[config.mk]
export PLATFORM = sky130hd
export DESIGN_NAME = keypad_scan_fsm
export DESIGN_NICKNAME = d
export VERILOG_FILES = /design/src/rtl/keypad_scan_fsm.sv
export SDC_FILE = /design/constraint.sdc
export NUM_CORES = 1
export LEC_CHECK = 0
export BUFFER_PORTS_ARGS = -buffer_cell sky130_fd_sc_hd__buf_2
export CORE_MARGIN = 2
export CORE_UTILIZATION = 55
export CTS_BUF_LIST = sky130_fd_sc_hd__clkbuf_16
export DETAILED_ROUTE_END_ITERATION = 10
export GPL_TIMING_DRIVEN = 1
export PLACE_DENSITY_LB_ADDON = 0.12
export SLEW_MARGIN = 20
export SYNTH_ARGS = -nofsm -noshare
export SYNTH_HDL_FRONTEND = slang
export SYNTH_SLANG_ARGS = --single-unit
[constraint.sdc]
create_clock -name clk -period 2.75 [get_ports clk]
set_clock_uncertainty 0.15 [all_clocks]
set_input_delay 0.4125 -clock clk [delete_from_list [all_inputs] [get_ports clk]]
set_output_delay 0.4125 -clock clk [all_outputs]
set_load 0.1 [all_outputs]
[src/rtl/keypad_scan_fsm.sv]
// 4x4 matrix keypad scanner: rotates a one-hot column drive, debounces the first
// single-row press, latches the column/row pair and locks out other keys until release.
module keypad_scan_fsm #(
    parameter int SETTLE_CYCLES   = 4,
    parameter int DEBOUNCE_CYCLES = 60000
) (
    input  logic       clk,
    input  logic       reset,
    input  logic [3:0] rowIn,
    output logic [3:0] colOut,
    output logic [3:0] storedCol,
    output logic [3:0] storedRow,
    output logic       newPress,
    output logic       keyHeld
);

    localparam int MAX_CYCLES = (SETTLE_CYCLES > DEBOUNCE_CYCLES) ? SETTLE_CYCLES : DEBOUNCE_CYCLES;
    localparam int CNT_W      = $clog2(MAX_CYCLES + 1);
    localparam logic [CNT_W-1:0] SETTLE_LAST = CNT_W'(SETTLE_CYCLES - 1);
    localparam logic [CNT_W-1:0] DEB_LAST    = CNT_W'(DEBOUNCE_CYCLES - 1);

    typedef enum logic [1:0] {
        SCAN,
        DEBOUNCE,
        HELD
    } state_t;

    state_t           state, state_next;
    logic [3:0]       row_meta, rowSync;
    logic [3:0]       candRow, cand_next;
    logic [3:0]       col_next, stored_col_next, stored_row_next;
    logic [CNT_W-1:0] settleCnt, settle_next;
    logic [CNT_W-1:0] debCnt, deb_next;
    logic             press_next, held_next;
    logic             row_valid;
    logic [3:0]       col_rot;

    // Exactly one row asserted; zero or several rows are rejected.
    assign row_valid = (rowSync != '0) && ((rowSync & (rowSync - 4'd1)) == '0);
    assign col_rot   = {colOut[2:0], colOut[3]};

    always_ff @(posedge clk or posedge reset) begin
        if (reset) begin
            row_meta  <= '0;
            rowSync   <= '0;
            state     <= SCAN;
            colOut    <= 4'b0001;
            settleCnt <= '0;
            debCnt    <= '0;
            candRow   <= '0;
            storedCol <= '0;
            storedRow <= '0;
            newPress  <= 1'b0;
            keyHeld   <= 1'b0;
        end else begin
            row_meta  <= rowIn;
            rowSync   <= row_meta;
            state     <= state_next;
            colOut    <= col_next;
            settleCnt <= settle_next;
            debCnt    <= deb_next;
            candRow   <= cand_next;
            storedCol <= stored_col_next;
            storedRow <= stored_row_next;
            newPress  <= press_next;
            keyHeld   <= held_next;
        end
    end

    always_comb begin
        state_next      = state;
        col_next        = colOut;
        settle_next     = settleCnt;
        deb_next        = debCnt;
        cand_next       = candRow;
        stored_col_next = storedCol;
        stored_row_next = storedRow;
        press_next      = 1'b0;
        held_next       = keyHeld;

        unique case (state)
            SCAN: begin
                if (settleCnt == SETTLE_LAST) begin
                    settle_next = '0;
                    if (row_valid) begin
                        cand_next  = rowSync;
                        deb_next   = '0;
                        state_next = DEBOUNCE;
                    end else begin
                        col_next = col_rot;
                    end
                end else begin
                    settle_next = settleCnt + 1'b1;
                end
            end

            DEBOUNCE: begin
                if (rowSync == candRow) begin
                    if (debCnt == DEB_LAST) begin
                        stored_col_next = colOut;
                        stored_row_next = candRow;
                        press_next      = 1'b1;
                        held_next       = 1'b1;
                        deb_next        = '0;
                        state_next      = HELD;
                    end else begin
                        deb_next = debCnt + 1'b1;
                    end
                end else begin
                    col_next    = col_rot;
                    settle_next = '0;
                    deb_next    = '0;
                    state_next  = SCAN;
                end
            end

            HELD: begin
                // Only the held column is driven, so any nonzero row restarts the release count.
                if (rowSync == '0) begin
                    if (debCnt == DEB_LAST) begin
                        held_next   = 1'b0;
                        col_next    = col_rot;
                        settle_next = '0;
                        deb_next    = '0;
                        state_next  = SCAN;
                    end else begin
                        deb_next = debCnt + 1'b1;
                    end
                end else begin
                    deb_next = '0;
                end
            end

            default: begin
                state_next = SCAN;
            end
        endcase
    end

endmodule

* Word-level counts from Yosys, hierarchy flattened
Cells that the tools add are included.
** Operators by class
- Reduce and logical (&&, ||, !) cells :: 14
- Mux-type cells :: 32
- Equality and inequality tests :: 14
- Add/sub/neg operators :: 3
- Bitwise gates (word level) :: 1
** Operators by type and width (count)
- 2-to-1 mux 16 bit :: 9
- case mux 16 bit (3 select lines) :: 2
- adder 16 x 1 -> 16 bit, second input constant :: 2
- 2-to-1 mux 4 bit :: 5
- == test 16 bit, second input constant :: 1
- == test 16 x 2 -> 1 bit, second input constant :: 1
- inequality test 2 bit, second input constant :: 8
- 2-to-1 mux 2 bit :: 6
- case mux 4 bit (3 select lines) :: 1
- AND reduction 5 bit :: 2
- AND reduction 3 bit :: 3
- zero test 4 bit :: 2
- 2-to-1 mux 1 bit :: 7
- case mux 2 bit (3 select lines) :: 1
- AND reduction 6 bit :: 1
- bitwise AND 4 bit :: 1
- == test 4 bit :: 1
- AND reduction 4 bit :: 1
- nonzero test 4 bit :: 1
- subtractor 4 x 1 -> 4 bit, second input constant :: 1
- inequality test 3 bit, second input constant :: 1
- nonzero test 3 bit :: 1
- == test 2 x 1 -> 1 bit, second input constant :: 1
- == test 2 bit, second input constant :: 1
- other kinds (4) :: 4
** Word-level totals
- Bits of input ports :: 6
- Output and inout bits :: 14
- Bits in registers :: 60

* Longest topological paths before layout
- Depth in word-level cells :: 7
- Gate-level depth with buffers :: 8
- Gate-level depth less buffers :: 6

* Worst setup path after synthesis
OpenSTA, ideal clock, no wires.
- Kind :: reg-to-reg
- From :: register settleCnt[0]
- To :: register debCnt[12]
- Clock period less this slack :: 2.079 ns
- Data arrival time :: 1.796 ns
- Required time :: 2.468 ns
- Library setup time :: 0.132 ns
- Cell stages (with the launch flop) :: 8
- Path slack :: 0.671 ns
- Cells stage by stage :: dfrtp_1 > ha_1 > nor4b_2 > nand4_1 > o21a_1 > buf_2 > a311oi_1 > mux2i_1
** Between the ends
- Longest elaborated chain between the ends :: 3
** Ends and longest elaborated chain
- start: declaration :: line 32 : logic [CNT_W-1:0] settleCnt, settle_next;
- start signal: assignment :: line 60 : settleCnt <= settle_next;
- == test 16 x 2 -> 1 bit :: line 83 : if (settleCnt == SETTLE_LAST) begin
- inequality test 2 bit (no source line)
- AND reduction 3 bit (no source line)
- end signal: assignment :: line 61 : debCnt <= deb_next;
- end: declaration :: line 33 : logic [CNT_W-1:0] debCnt, deb_next;
No other way between the ends.
A chain may end at the register's enable or synchronous reset.

* Worst setup path after layout
- From :: register settleCnt[0]
- To :: register debCnt[2]
Same word-level chain as after synthesis.

==> flow_summary.html <==
<table>
<tr><th>Metric</th><th>Value</th></tr>
<tr><th colspan="2">Run status</th></tr>
<tr><td>Result of the run</td><td>finished, final reports clean</td></tr>
<tr><th colspan="2">Logic synthesis</th></tr>
<tr><td>Count of state elements after synthesis</td><td>60</td></tr>
<tr><td>Async set or reset register ratio after synthesis</td><td>100%</td></tr>
<tr><td>Register area share after synthesis</td><td>46.4%</td></tr>
<tr><td>Mapped Nets</td><td>329</td></tr>
<tr><td>Post-synthesis cell type count</td><td>57</td></tr>
<tr><td>Synth Cell Area</td><td>3240 um2</td></tr>
<tr><td>Count of synthesis-stage warnings from yosys</td><td>0</td></tr>
<tr><td>Commonest register cell after synthesis</td><td>sky130_fd_sc_hd__dfrtp_1</td></tr>
<tr><td>Post-Syn Area per Cell</td><td>10.2 um2</td></tr>
<tr><td>Count of flip-flops with a built-in enable after synthesis</td><td>0</td></tr>
<tr><td>Gate count after technology mapping</td><td>317</td></tr>
<tr><th colspan="2">Detailed routing</th></tr>
<tr><td>Total number of vias</td><td>2,717</td></tr>
<tr><td>Vias/cell</td><td>6.48</td></tr>
<tr><td>Number of search-and-repair iterations in the first detailed-routing pass</td><td>5</td></tr>
<tr><td>Initial detailed-routing violation count</td><td>256</td></tr>
<tr><td>Total Routed Length</td><td>7350 um</td></tr>
<tr><td>Post-detailed-route count of antenna-violating nets</td><td>0</td></tr>
<tr><td>DR DRC count</td><td>0</td></tr>
<tr><td>Routed len/inst</td><td>17.5 um</td></tr>
<tr><th colspan="2">Place</th></tr>
<tr><td>Cell count after placement</td><td>403</td></tr>
<tr><td>Placer Congestion</td><td>0.865</td></tr>
<tr><td>Area of placed instances</td><td>3440 um2</td></tr>
<tr><td>Count of port buffers added during placement</td><td>19</td></tr>
<tr><td>Final HPWL from detailed placement</td><td>4930 um</td></tr>
<tr><td>Pre-CTS worst setup slack</td><td>281 ps</td></tr>
<tr><th colspan="2">Setup path</th></tr>
<tr><td>Worst Setup Path Type</td><td>reg -&gt; reg</td></tr>
<tr><td>Number of buffers and inverters on the critical path</td><td>0</td></tr>
<tr><td>Arrival time worst endpoint</td><td>2570 ps</td></tr>
<tr><td>CP required</td><td>2820 ps</td></tr>
<tr><td>Delay-heaviest family, CP</td><td>compound AO/OA/AOI/OAI gates</td></tr>
<tr><td>Worst Path Max Fanout</td><td>16</td></tr>
<tr><td>CP peak stage delay</td><td>470 ps</td></tr>
<tr><td>Cell chain of the critical path</td><td>ha_1, nor4b_2, nand4_1, o21a_1, a211o_1, a22o_1</td></tr>
<tr><td>Slowest cell on crit path</td><td>sky130_fd_sc_hd__o21a_1</td></tr>
<tr><td>Critical Path Sink Type</td><td>flop</td></tr>
<tr><td>Critical Path Start Type</td><td>flop</td></tr>
<tr><th colspan="2">STA</th></tr>
<tr><td>Count of final hold-check violations</td><td>0</td></tr>
<tr><td>Worst max-slew margin expressed relative to the limit</td><td>58.4%</td></tr>
<tr><td>Worst Hold Margin</td><td>4.77 ps</td></tr>
<tr><td>Portion of the clock cycle consumed by the worst path in the final layout</td><td>90.9%</td></tr>
<tr><td>Count of pins over their slew limit</td><td>0</td></tr>
<tr><td>Worst-margin pin slew</td><td>624 ps</td></tr>
<tr><td>Unrepaired setup endpoints after global routing</td><td>no</td></tr>
<tr><td>Setup total negative slack</td><td>0 ps</td></tr>
<tr><td>Post-route minimum period</td><td>2500 ps</td></tr>
<tr><td>Maximum frequency from static timing analysis</td><td>0.400 GHz</td></tr>
<tr><td>Setup ws final</td><td>251 ps</td></tr>
<tr><td>Number of setup violations in the final report</td><td>0</td></tr>
<tr><th colspan="2">Final layout</th></tr>
<tr><td>Share of cells above drive strength 1</td><td>21.9%</td></tr>
<tr><td>Core occupancy in the finished layout</td><td>66.7%</td></tr>
<tr><td>Area growth from synthesis to layout</td><td>15.5%</td></tr>
<tr><td>Net total in the final layout</td><td>354</td></tr>
<tr><td>Post-route design area</td><td>3740 um2</td></tr>
<tr><td>Non-filler cells in the finished layout</td><td>419</td></tr>
<tr><td>ANT cells</td><td>0</td></tr>
<tr><th colspan="2">Floorplan</th></tr>
<tr><td>Starting Density</td><td>57.7%</td></tr>
<tr><td>Row cnt</td><td>27</td></tr>
<tr><td>Die X</td><td>80.7 um</td></tr>
<tr><td>Die area</td><td>6520 um2</td></tr>
<tr><td>CORE AREA</td><td>5610 um2</td></tr>
<tr><td>Die Ht</td><td>80.7 um</td></tr>
<tr><td>Total I/O pin count</td><td>20</td></tr>
<tr><th colspan="2">Global routing</th></tr>
<tr><td>Initial antenna violation count</td><td>0</td></tr>
<tr><td>Total GRT Usage</td><td>25.4%</td></tr>
<tr><td>GRT Residual Overflow</td><td>0</td></tr>
<tr><td>Pin count of the biggest net entering global routing</td><td>35</td></tr>
<tr><td>First-pass GRT wire length</td><td>12,600 um</td></tr>
<tr><td>Via count of the first global-routing pass</td><td>2,613</td></tr>
<tr><th colspan="2">Pwr</th></tr>
<tr><td>Leakage</td><td>1.63 nW</td></tr>
<tr><td>Maximum VDD drop</td><td>0.649 mV</td></tr>
<tr><td>Int Power</td><td>1.90 mW</td></tr>
<tr><td>Reported net switching power</td><td>884 uW</td></tr>
<tr><td>Power share of the clock group</td><td>40.4%</td></tr>
<tr><td>Fraction of power consumed by sequential logic</td><td>35.9%</td></tr>
<tr><td>Fraction of power consumed by combinational cells</td><td>23.7%</td></tr>
<tr><td>Overall power of the completed layout</td><td>2.79 mW</td></tr>
<tr><td>Switching Fraction</td><td>31.7%</td></tr>
<tr><td>Power density over the cells</td><td>745 nW/um2</td></tr>
<tr><th colspan="2">Hold path</th></tr>
<tr><td>Type of the most critical hold path</td><td>in -&gt; async</td></tr>
<tr><th colspan="2">Clock tree</th></tr>
<tr><td>Count of hold-fix buffers inserted at cts</td><td>0</td></tr>
<tr><td>CTS tree</td><td>built</td></tr>
<tr><td>Register clock-pin slew on the reported worst setup and hold paths</td><td>60 ps</td></tr>
<tr><td>Cts repair resizes</td><td>0</td></tr>
<tr><td>Library cell used as clock root buffer</td><td>sky130_fd_sc_hd__clkbuf_16</td></tr>
<tr><td>Post-CTS setup buffers</td><td>0</td></tr>
<tr><td>H-tree depth</td><td>3</td></tr>
<tr><td>TritonCTS buffer count</td><td>9</td></tr>
<tr><td>Clock Sink Count</td><td>60</td></tr>
<tr><td>Clock network latency to the later pin of the worst-skew pair</td><td>330 ps</td></tr>
<tr><td>Number of buffers between clock root and the deepest sink</td><td>2</td></tr>
<tr><th colspan="2">Flow run</th></tr>
<tr><td>Total of max-cap violations</td><td>0</td></tr>
</table>
==> area by class of cell <==
type	count	area (um2)
clock inverter	7	76.3
multi-input combinational	222	1590
sequential	60	1500
tap	72	90.1
clock buffer	9	225
fill	448	1870
timing repair buffer	29	183
inverter	20	75.1
==> path summary, 6_finish.rpt <==
check,slack (ps),endpoint,depth (start not counted),startpoint
max in group asynchronous,1790,colOut[0],3,reset
worst min-delay path,5,settleCnt[13],2,reset
min in group clk,40,row_meta[3],1,rowIn[3]
worst max register to register,250,debCnt[2],6,settleCnt[0]
worst min register to register,200,rowSync[1],0,row_meta[1]
worst max-delay path,250,debCnt[2],6,settleCnt[0]
==> cell families (layout without fill, tap and decap cells) <==
kind of cell / count (synthesis) / in the layout / synth area share (%)
AO/OA/AOI/OAI: 86 / 86 / 19.0
XOR/XNOR: 5 / 5 / 1.35
adder cells (fa/ha/maj): 6 / 6 / 2.32
buffers and inverters: 35 / 65 / 4.52
flip-flops: 60 / 60 / 46.4
multiplexers: 19 / 19 / 6.53
AND/OR/NAND/NOR: 106 / 106 / 19.9
==> placed cells by master, fill, tap and decap left out, drive strengths merged, types with 3 or more instances in the layout <==
master	n
dfrtp	59
buf	29
nand3	23
inv	21
o31ai	19
o21ai	18
nand2	17
mux2	17
nand4	16
nor2	13
o22ai	11
a311oi	11
clkbuf	9
a21oi	6
ha	6
nor3	6
and4	5
xnor2	4
and3	4
and2	4
a211o	3
nand2b	3
or4	3
nor4b	3
nor4	3
clkinv	3
==> state kept, by name, summed over array words and instances (netlist names) <==
register,flops
keyHeld,1
storedRow,4
storedCol,4
colOut,4
state,2
rowSync,4
candRow,4
settleCnt,16
debCnt,16
row_meta,4
newPress,1
==> power groups by stage <==
stage	Clock (mW)	Combinational [mW]	Sequential [mW]
after floorplan	0	0.513	0.998
after global placement	0	0.645	1.01
after detailed placement	0	0.653	1.01
after CTS	1.14	0.655	0.999
after global routing	1.18	0.734	1.01
final	1.13	0.661	1.00
==> worst register-to-register path, stage by stage (launching register included) <==
cell and delay (ps):
sky130_fd_sc_hd__dfrtp_1 400, sky130_fd_sc_hd__ha_1 220, sky130_fd_sc_hd__nor4b_2 310, sky130_fd_sc_hd__nand4_1 250, sky130_fd_sc_hd__o21a_1 470, sky130_fd_sc_hd__a211o_1 370
sky130_fd_sc_hd__a22o_1 220
==> synthesized netlist by cell type (3+ instances only) <==
cell / number / area share (%)
sky130_fd_sc_hd__nand2_1: 17 / 2.0
sky130_fd_sc_hd__o21ai_0: 15 / 2.3
sky130_fd_sc_hd__nand4_1: 14 / 2.7
sky130_fd_sc_hd__ha_1: 6 / 2.3
sky130_fd_sc_hd__and4_1: 5 / 1.4
sky130_fd_sc_hd__xnor2_1: 4 / 1.1
sky130_fd_sc_hd__a21oi_1: 6 / 0.93
sky130_fd_sc_hd__buf_2: 4 / 0.62
sky130_fd_sc_hd__a311oi_1: 11 / 3.0
sky130_fd_sc_hd__mux2_2: 16 / 5.6
sky130_fd_sc_hd__or4_1: 3 / 0.70
sky130_fd_sc_hd__nor2_1: 13 / 1.5
sky130_fd_sc_hd__o31ai_1: 19 / 4.4
sky130_fd_sc_hd__dfrtp_1: 59 / 46
sky130_fd_sc_hd__clkbuf_1: 6 / 0.70
sky130_fd_sc_hd__o22ai_1: 11 / 2.1
sky130_fd_sc_hd__nand2b_1: 3 / 0.58
sky130_fd_sc_hd__nor3_1: 5 / 0.77
sky130_fd_sc_hd__nand3_1: 21 / 3.2
sky130_fd_sc_hd__a211o_1: 3 / 0.81
sky130_fd_sc_hd__and2_1: 4 / 0.77
sky130_fd_sc_hd__and3_1: 4 / 0.77
sky130_fd_sc_hd__inv_1: 20 / 2.3
==> routing by layer <==
layer | vias up | routed length, um | track usage (%)
met4 | 0 | 109 | 12.5
met2 | 97 | 3410 | 38.3
met1 | 1332 | 3490 | 35.6
li1 | 1278 | - | -
met5 | - | 0 | 0
met3 | 10 | 341 | 4.67
Note: power is estimated with default switching activity, not from simulation.
